--- src/rtl/hazard_dest_pipe_pkg.sv ---
// Shared types and constants for the decode-hazard destination pipeline.
package hazard_dest_pipe_pkg;

  localparam int P_ADDR_W = 5;
  localparam int P_TNEW_W = 2;

  localparam logic [1:0] FWD_RF = 2'd0;
  localparam logic [1:0] FWD_W  = 2'd1;
  localparam logic [1:0] FWD_M  = 2'd2;

  typedef struct packed {
    logic [P_ADDR_W-1:0] addr;
    logic [P_TNEW_W-1:0] tnew;
    logic [P_ADDR_W-1:0] rs;
    logic [P_ADDR_W-1:0] rt;
  } stage_t;

  localparam stage_t BUBBLE = '{addr: '0, tnew: '0, rs: '0, rt: '0};

  // Forwarding select for one source operand. M wins over W because it
  // holds the youngest producer; an M match whose result is not ready yet
  // falls through to W. Register 0 never forwards.
  function automatic logic [1:0] fwd_sel(
    input logic [P_ADDR_W-1:0] src,
    input logic [P_ADDR_W-1:0] m_addr,
    input logic [P_TNEW_W-1:0] m_tnew,
    input logic [P_ADDR_W-1:0] w_addr
  );
    logic [1:0] sel;
    sel = FWD_RF;
    if (src != '0 && src == m_addr && m_tnew == '0) begin
      sel = FWD_M;
    end else if (src != '0 && src == w_addr) begin
      sel = FWD_W;
    end
    return sel;
  endfunction

endpackage

--- src/rtl/hazard_stage_reg.sv ---
// One pipeline stage register holding {addr, tnew, rs, rt}, with bubble
// insertion and an optional saturating Tnew decrement applied on load.
module hazard_stage_reg
  import hazard_dest_pipe_pkg::*;
#(
  parameter bit DEC_TNEW = 1'b0
) (
  input  logic   clk,
  input  logic   rst_n,
  input  logic   en_i,
  input  logic   bubble_i,
  input  stage_t d_i,
  output stage_t q_o
);

  stage_t stage_d;
  stage_t stage_q;

  // Next-state: hold, or load the incoming tuple / a bubble, aging Tnew.
  always_comb begin
    stage_d = stage_q;
    if (en_i) begin
      stage_d = bubble_i ? BUBBLE : d_i;
      if (DEC_TNEW && stage_d.tnew != '0) begin
        stage_d.tnew = stage_d.tnew - P_TNEW_W'(1);
      end
    end
  end

  // State register, cleared asynchronously to a bubble.
  always_ff @(posedge clk or negedge rst_n) begin
    if (!rst_n) begin
      stage_q <= BUBBLE;
    end else begin
      stage_q <= stage_d;
    end
  end

  assign q_o = stage_q;

endmodule

--- src/rtl/hazard_dest_pipe.sv ---
// Carries destination/Tnew/rs/rt of issued instructions down E/M/W and
// produces the E- and M-stage forwarding selects from the stage registers.
module hazard_dest_pipe
  import hazard_dest_pipe_pkg::*;
#(
  parameter int ADDR_W = P_ADDR_W,
  parameter int TNEW_W = P_TNEW_W
) (
  input  logic              clk,
  input  logic              rst_n,
  input  logic              stall,
  input  logic [ADDR_W-1:0] reg_addr_D,
  input  logic [TNEW_W-1:0] Tnew_D,
  input  logic [ADDR_W-1:0] rs_D,
  input  logic [ADDR_W-1:0] rt_D,
  output logic [ADDR_W-1:0] reg_addr_E,
  output logic [ADDR_W-1:0] reg_addr_M,
  output logic [ADDR_W-1:0] reg_addr_W,
  output logic [TNEW_W-1:0] Tnew_E,
  output logic [TNEW_W-1:0] Tnew_M,
  output logic [ADDR_W-1:0] rs_E,
  output logic [ADDR_W-1:0] rt_E,
  output logic [ADDR_W-1:0] rt_M,
  output logic [1:0]        fwd_rs_E_op,
  output logic [1:0]        fwd_rt_E_op,
  output logic              fwd_rt_M_op
);

  stage_t d_stage;
  stage_t e_q;
  stage_t m_q;
  stage_t w_in;
  stage_t w_q;

  assign d_stage = '{addr: reg_addr_D, tnew: Tnew_D, rs: rs_D, rt: rt_D};
  // W only needs the destination and the store-data register.
  assign w_in    = '{addr: m_q.addr, tnew: '0, rs: '0, rt: m_q.rt};

  hazard_stage_reg #(.DEC_TNEW(1'b0)) u_stage_e (
    .clk      (clk),
    .rst_n    (rst_n),
    .en_i     (1'b1),
    .bubble_i (stall),
    .d_i      (d_stage),
    .q_o      (e_q)
  );

  hazard_stage_reg #(.DEC_TNEW(1'b1)) u_stage_m (
    .clk      (clk),
    .rst_n    (rst_n),
    .en_i     (1'b1),
    .bubble_i (1'b0),
    .d_i      (e_q),
    .q_o      (m_q)
  );

  hazard_stage_reg #(.DEC_TNEW(1'b0)) u_stage_w (
    .clk      (clk),
    .rst_n    (rst_n),
    .en_i     (1'b1),
    .bubble_i (1'b0),
    .d_i      (w_in),
    .q_o      (w_q)
  );

  assign reg_addr_E = e_q.addr;
  assign reg_addr_M = m_q.addr;
  assign reg_addr_W = w_q.addr;
  assign Tnew_E     = e_q.tnew;
  assign Tnew_M     = m_q.tnew;
  assign rs_E       = e_q.rs;
  assign rt_E       = e_q.rt;
  assign rt_M       = m_q.rt;

  // Forwarding selects, purely from stage-register contents.
  always_comb begin
    fwd_rs_E_op = fwd_sel(e_q.rs, m_q.addr, m_q.tnew, w_q.addr);
    fwd_rt_E_op = fwd_sel(e_q.rt, m_q.addr, m_q.tnew, w_q.addr);
    fwd_rt_M_op = (m_q.rt != '0) && (m_q.rt == w_q.addr);
  end

  // Fields carried but not consumed past their stage.
  logic unused_stage_bits;
  assign unused_stage_bits = ^{m_q.rs, w_q.tnew, w_q.rs, w_q.rt};

endmodule

--- config.mk ---
export PLATFORM = sky130hd
export DESIGN_NAME = hazard_dest_pipe
export DESIGN_NICKNAME = d
export VERILOG_FILES = /design/src/rtl/hazard_dest_pipe_pkg.sv /design/src/rtl/hazard_stage_reg.sv /design/src/rtl/hazard_dest_pipe.sv
export SDC_FILE = /design/constraint.sdc
export NUM_CORES = 1
export LEC_CHECK = 0
export CAP_MARGIN = 20
export CORE_UTILIZATION = 45
export DETAILED_ROUTE_END_ITERATION = 8
export PLACE_DENSITY = 0.76
export SLEW_MARGIN = 10
export SYNTH_ARGS = -nofsm -noshare
export SYNTH_HDL_FRONTEND = slang
export SYNTH_HIERARCHICAL = 1
export SYNTH_SLANG_ARGS = --single-unit
export TNS_END_PERCENT = 5
--- constraint.sdc ---
create_clock -name clk -period 1.5 [get_ports clk]
set_input_delay 0.15 -clock clk [delete_from_list [all_inputs] [get_ports clk]]
set_output_delay 0.15 -clock clk [all_outputs]
set_load 0.03 [all_outputs]
After elaboration in Yosys (flattened, before gate mapping)
Index checks and enable logic that the tools add are counted.

Register bits after elaboration: 34. Output and inout port bits: 39. Word-level logic and storage cells: 32.

Add/subtract/negate cells: 1. Equality and inequality tests: 5. Multiplexer cells: 6. Reductions and logical operators: 12.

Operators by type and width (count): == test 5 bit (5); 2-to-1 mux 17 bit (1); nonzero test 5 bit (3); logical AND 1 bit (7); 2-to-1 mux 2 bit (3); zero test 2 bit (1); 2-to-1 mux 1 bit (2); nonzero test 2 bit (1); subtractor 2 x 1 -> 2 bit, second input constant (1).

Depth between registers and ports, before layout
Word-level depth: 4. Mapped depth: 4.

Hierarchy
The synthesis kept the hierarchy.

By module, submodules not included: hazard_stage_reg at u_stage_e ... (times used 2, cells an instance 72, area each 726.9 um2); hazard_stage_reg at u_stage_m (times used 1, cells an instance 71, area each 752.0 um2); hazard_dest_pipe (times used 1, cells an instance 46, area each 335.3 um2).

Worst setup path after synthesis
Ideal clock, no wire load.

Path type: register -> output. Start point: register u_stage_e.stage_q, in the netlist u_stage_e/q_o[6]. End point: output fwd_rs_E_op[0]. Arrival time: 1.547 ns. Path slack: -0.197 ns. Cell stages (with the launch flop): 5. Path buffers: 0. Path through: dfrtp_1 or4_1 nor2_2 nor4_1 and4_1.

Longest elaborated chain between the ends: 4. Elaborated cells between the ends (all ways): 8. Classes of those cells: eq/ne (2); mux (2); reduce/logical (4).

Ends and longest elaborated chain: from (decl) (RTL line hazard_stage_reg.sv:17) `stage_t stage_q;`; from (signal assigned) (RTL line hazard_stage_reg.sv:35) `stage_q <= stage_d;`; == test 5 bit (tied with other cells) (RTL line hazard_dest_pipe_pkg.sv:33) `end else if (src != '0 && src == w_addr) begin`; logical AND 1 bit (on tied branches) (RTL line hazard_dest_pipe_pkg.sv:33, hazard_dest_pipe_pkg.sv:31); 2-to-1 mux 1 bit / logical AND 1 bit (equally long branches) (RTL line hazard_dest_pipe_pkg.sv:33, hazard_dest_pipe_pkg.sv:31); 2-to-1 mux 2 bit * (RTL line hazard_dest_pipe_pkg.sv:31) `if (src != '0 && src == m_addr && m_tnew == '0) begin`; to (decl) (RTL line hazard_dest_pipe.sv:24) `output logic [1:0] fwd_rs_E_op,`.

Every way passes the cells marked *; elsewhere a longest branch is shown, timed or not.

Worst setup path after layout
Start point: register u_stage_e.stage_q, in the netlist u_stage_e/q_o[7]. End point: output fwd_rs_E_op[0].

Same word-level chain as after synthesis.

==> out/results.txt <==
Placed Cells -> 339
CTS max path bufs -> 2
FF-to-FF End -> u_stage_m/q_o[10]$_DFFE_PN0P_
hpwl dp -> 3490 um
GRT Overall Usage -> 27.0%
vias per cell -> 4.92
H-tree depth -> 2
vias in the first global route -> 1,787
syn_area_per_cell -> 9.49 um2
Post-CTS Hold Fix Bufs -> 0
Critical Path AT -> 1.75 ns
area delta synth->final -> 57.7%
pwr dens -> 1010 mW/mm2
total wire length -> 5150 um
core area -> 0.00377 mm2
Tcrit/Tclk final -> 127%
io pins -> 59
Final Net Count -> 324
Pins Over Slew Limit -> 0
largest net degree at the start of global routing -> 35
type of the tightest min-delay check -> input pin to asynchronous set/reset pin
IR drop worst, VDD -> 1070 uV
Worst Setup End Kind -> output port
worst skew pair latency -> 0.30 ns
violations in the final reports -> setup timing
Overall Power -> 2.93 mW
worst reg2reg startpoint -> u_stage_e/q_o[10]$_DFFE_PN0P_
port bufs -> 58
placement row count -> 22
CTS tree -> built
Reg clk slew, reported paths -> 0.07 ns
Switch Pwr -> 0.865 mW
Clock Skew -> 0.00566 ns
Critical Path Source Type -> flop
critical path fanouts, max -> 5
detailed-route via count -> 1,738
Worst Setup SP -> u_stage_e/q_o[7]$_DFFE_PN0P_
DR iter-0 viols -> 90
Lkg Pwr -> 1.46 nW
# DRC -> 0
RePlAce Congestion -> 0.855
Final WS setup -> -0.405 ns
DR pass1 iterations -> 4
Root Driver -> clkbuf_8
final non-filler cell total -> 353
final design utilization -> 76.6%
DIE AREA -> 0.00433 mm2
RSZ-0062 raised after global routing -> true
Ys Warns -> 6
DR WL/cell -> 14.6 um
grt total ovfl -> 0
Fin. Hold Viols -> 0
Logic pwr share -> 27.8%
CP Class -> flop to output port
switching share of total power -> 29.5%
Mapped Area -> 0.00183 mm2
cts bufs inserted -> 5
# diodes -> 0
# Max-Cap Violations -> 0
FMAX -> 525 MHz
final setup vio count -> 5
r2r worst-path depth -> 2
initial antenna violation count -> 0
share of cells above drive strength 1 -> 23.9%
cell count after synthesis -> 193
r2r setup slk -> 0.50 ns
clock power share -> 36.0%
die height -> 65.8 um
die width -> 65.8 um
Reg power frac -> 36.2%
Period minus WS final -> 1.90 ns
CTS sink cnt -> 34
first-pass GRT wire length -> 8450 um
outcome -> finished, violations left
ANT nets after route -> 0
CP Data Required Time -> 1.35 ns
Pint -> 2.06 mW
Initial Util -> 48.6%
==> power groups by stage <==
stage / clock network (mW) / logic (mW) / registers [mW]
6_report: 1.06 / 0.814 / 1.06
5_1_grt: 1.12 / 0.874 / 1.07
4_1_cts: 1.07 / 0.792 / 1.05
3_5_place_dp: 0 / 0.790 / 1.07
3_3_place_gp: 0 / 0.781 / 1.07
2_1_floorplan: 0 / 0.291 / 1.20
==> layout by cell type (no fill, tap or decap), types with 9 or more instances in the layout <==
| cell type | count |
|---|---|
| dlygate4sd2_1 | 29 |
| dfrtp_2 | 10 |
| nand3b_1 | 32 |
| buf_4 | 38 |
| conb_1 | 24 |
| xnor2_1 | 9 |
| dfrtp_1 | 24 |
| inv_1 | 33 |
| xor2_1 | 14 |
| clkdlybuf4s50_1 | 19 |
| o21ai_0 | 28 |
==> flip-flops by register name, indices dropped and copies added (netlist names) <==
signal and flops:
u_stage_e/q_o 17, u_stage_m/q_o 12, u_stage_w/q_o 5
==> metrics by stage <==
step / worst slack, ns / hold slack, ns / setup TNS, ns / instance area [um2]
2_1_floorplan: -0.0603 / -0.146 / -0.211 / 1930
4_1_cts: -0.384 / 0.271 / -1.62 / 2870
3_5_place_dp: -0.516 / 0.543 / -1.12 / 2710
3_3_place_gp: -0.497 / 0.530 / -1.06 / 2710
6_report: -0.405 / 0.260 / -1.63 / 2890
5_1_grt: -0.487 / 0.308 / -2.03 / 2890
==> critical path: stages (launching register included) <==
cell,delay [ns]
dfrtp_2,0.44
or4_1,0.53
nor2_2,0.12
nor4_1,0.06
and4_4,0.15
buf_4,0.16
==> layer usage <==
| layer | routed length [um] | part of all wire, % | global-route usage [%] |
|---|---|---|---|
| met1 | 2220 | 43 | 33.0 |
| met2 | 2530 | 49 | 43.5 |
| met3 | 274 | 5.3 | 7.76 |
| met4 | 130 | 2.5 | 13.0 |
| met5 | 0 | 0 | 0 |
==> worst max path at each step <==
| stage | to |
|---|---|
| after floorplan | fwd_rs_E_op[1] |
| after global placement | fwd_rs_E_op[0] |
| after detailed placement | fwd_rt_E_op[0] |
| after CTS | fwd_rs_E_op[0] |
| after global routing | fwd_rt_E_op[1] |
| final | fwd_rs_E_op[0] |
==> cell type report <==
cell class                 instances  area, um2
multi-input combinational        136        892
tap                               48       60.1
clock buffer                       6       82.6
sequential                        34        863
fill                             287        882
clock inverter                     2       60.1
timing repair buffer              94        807
inverter                          33        124
==> what timing repair did <==
action	4_1_cts	5_1_grt
pin swaps	4	0
endpoints found under the setup margin	38	10
buffers inserted	6	0
hold endpoints to repair	0	0
gates resized for setup	52	12
(Power assumes the default switching activity.)
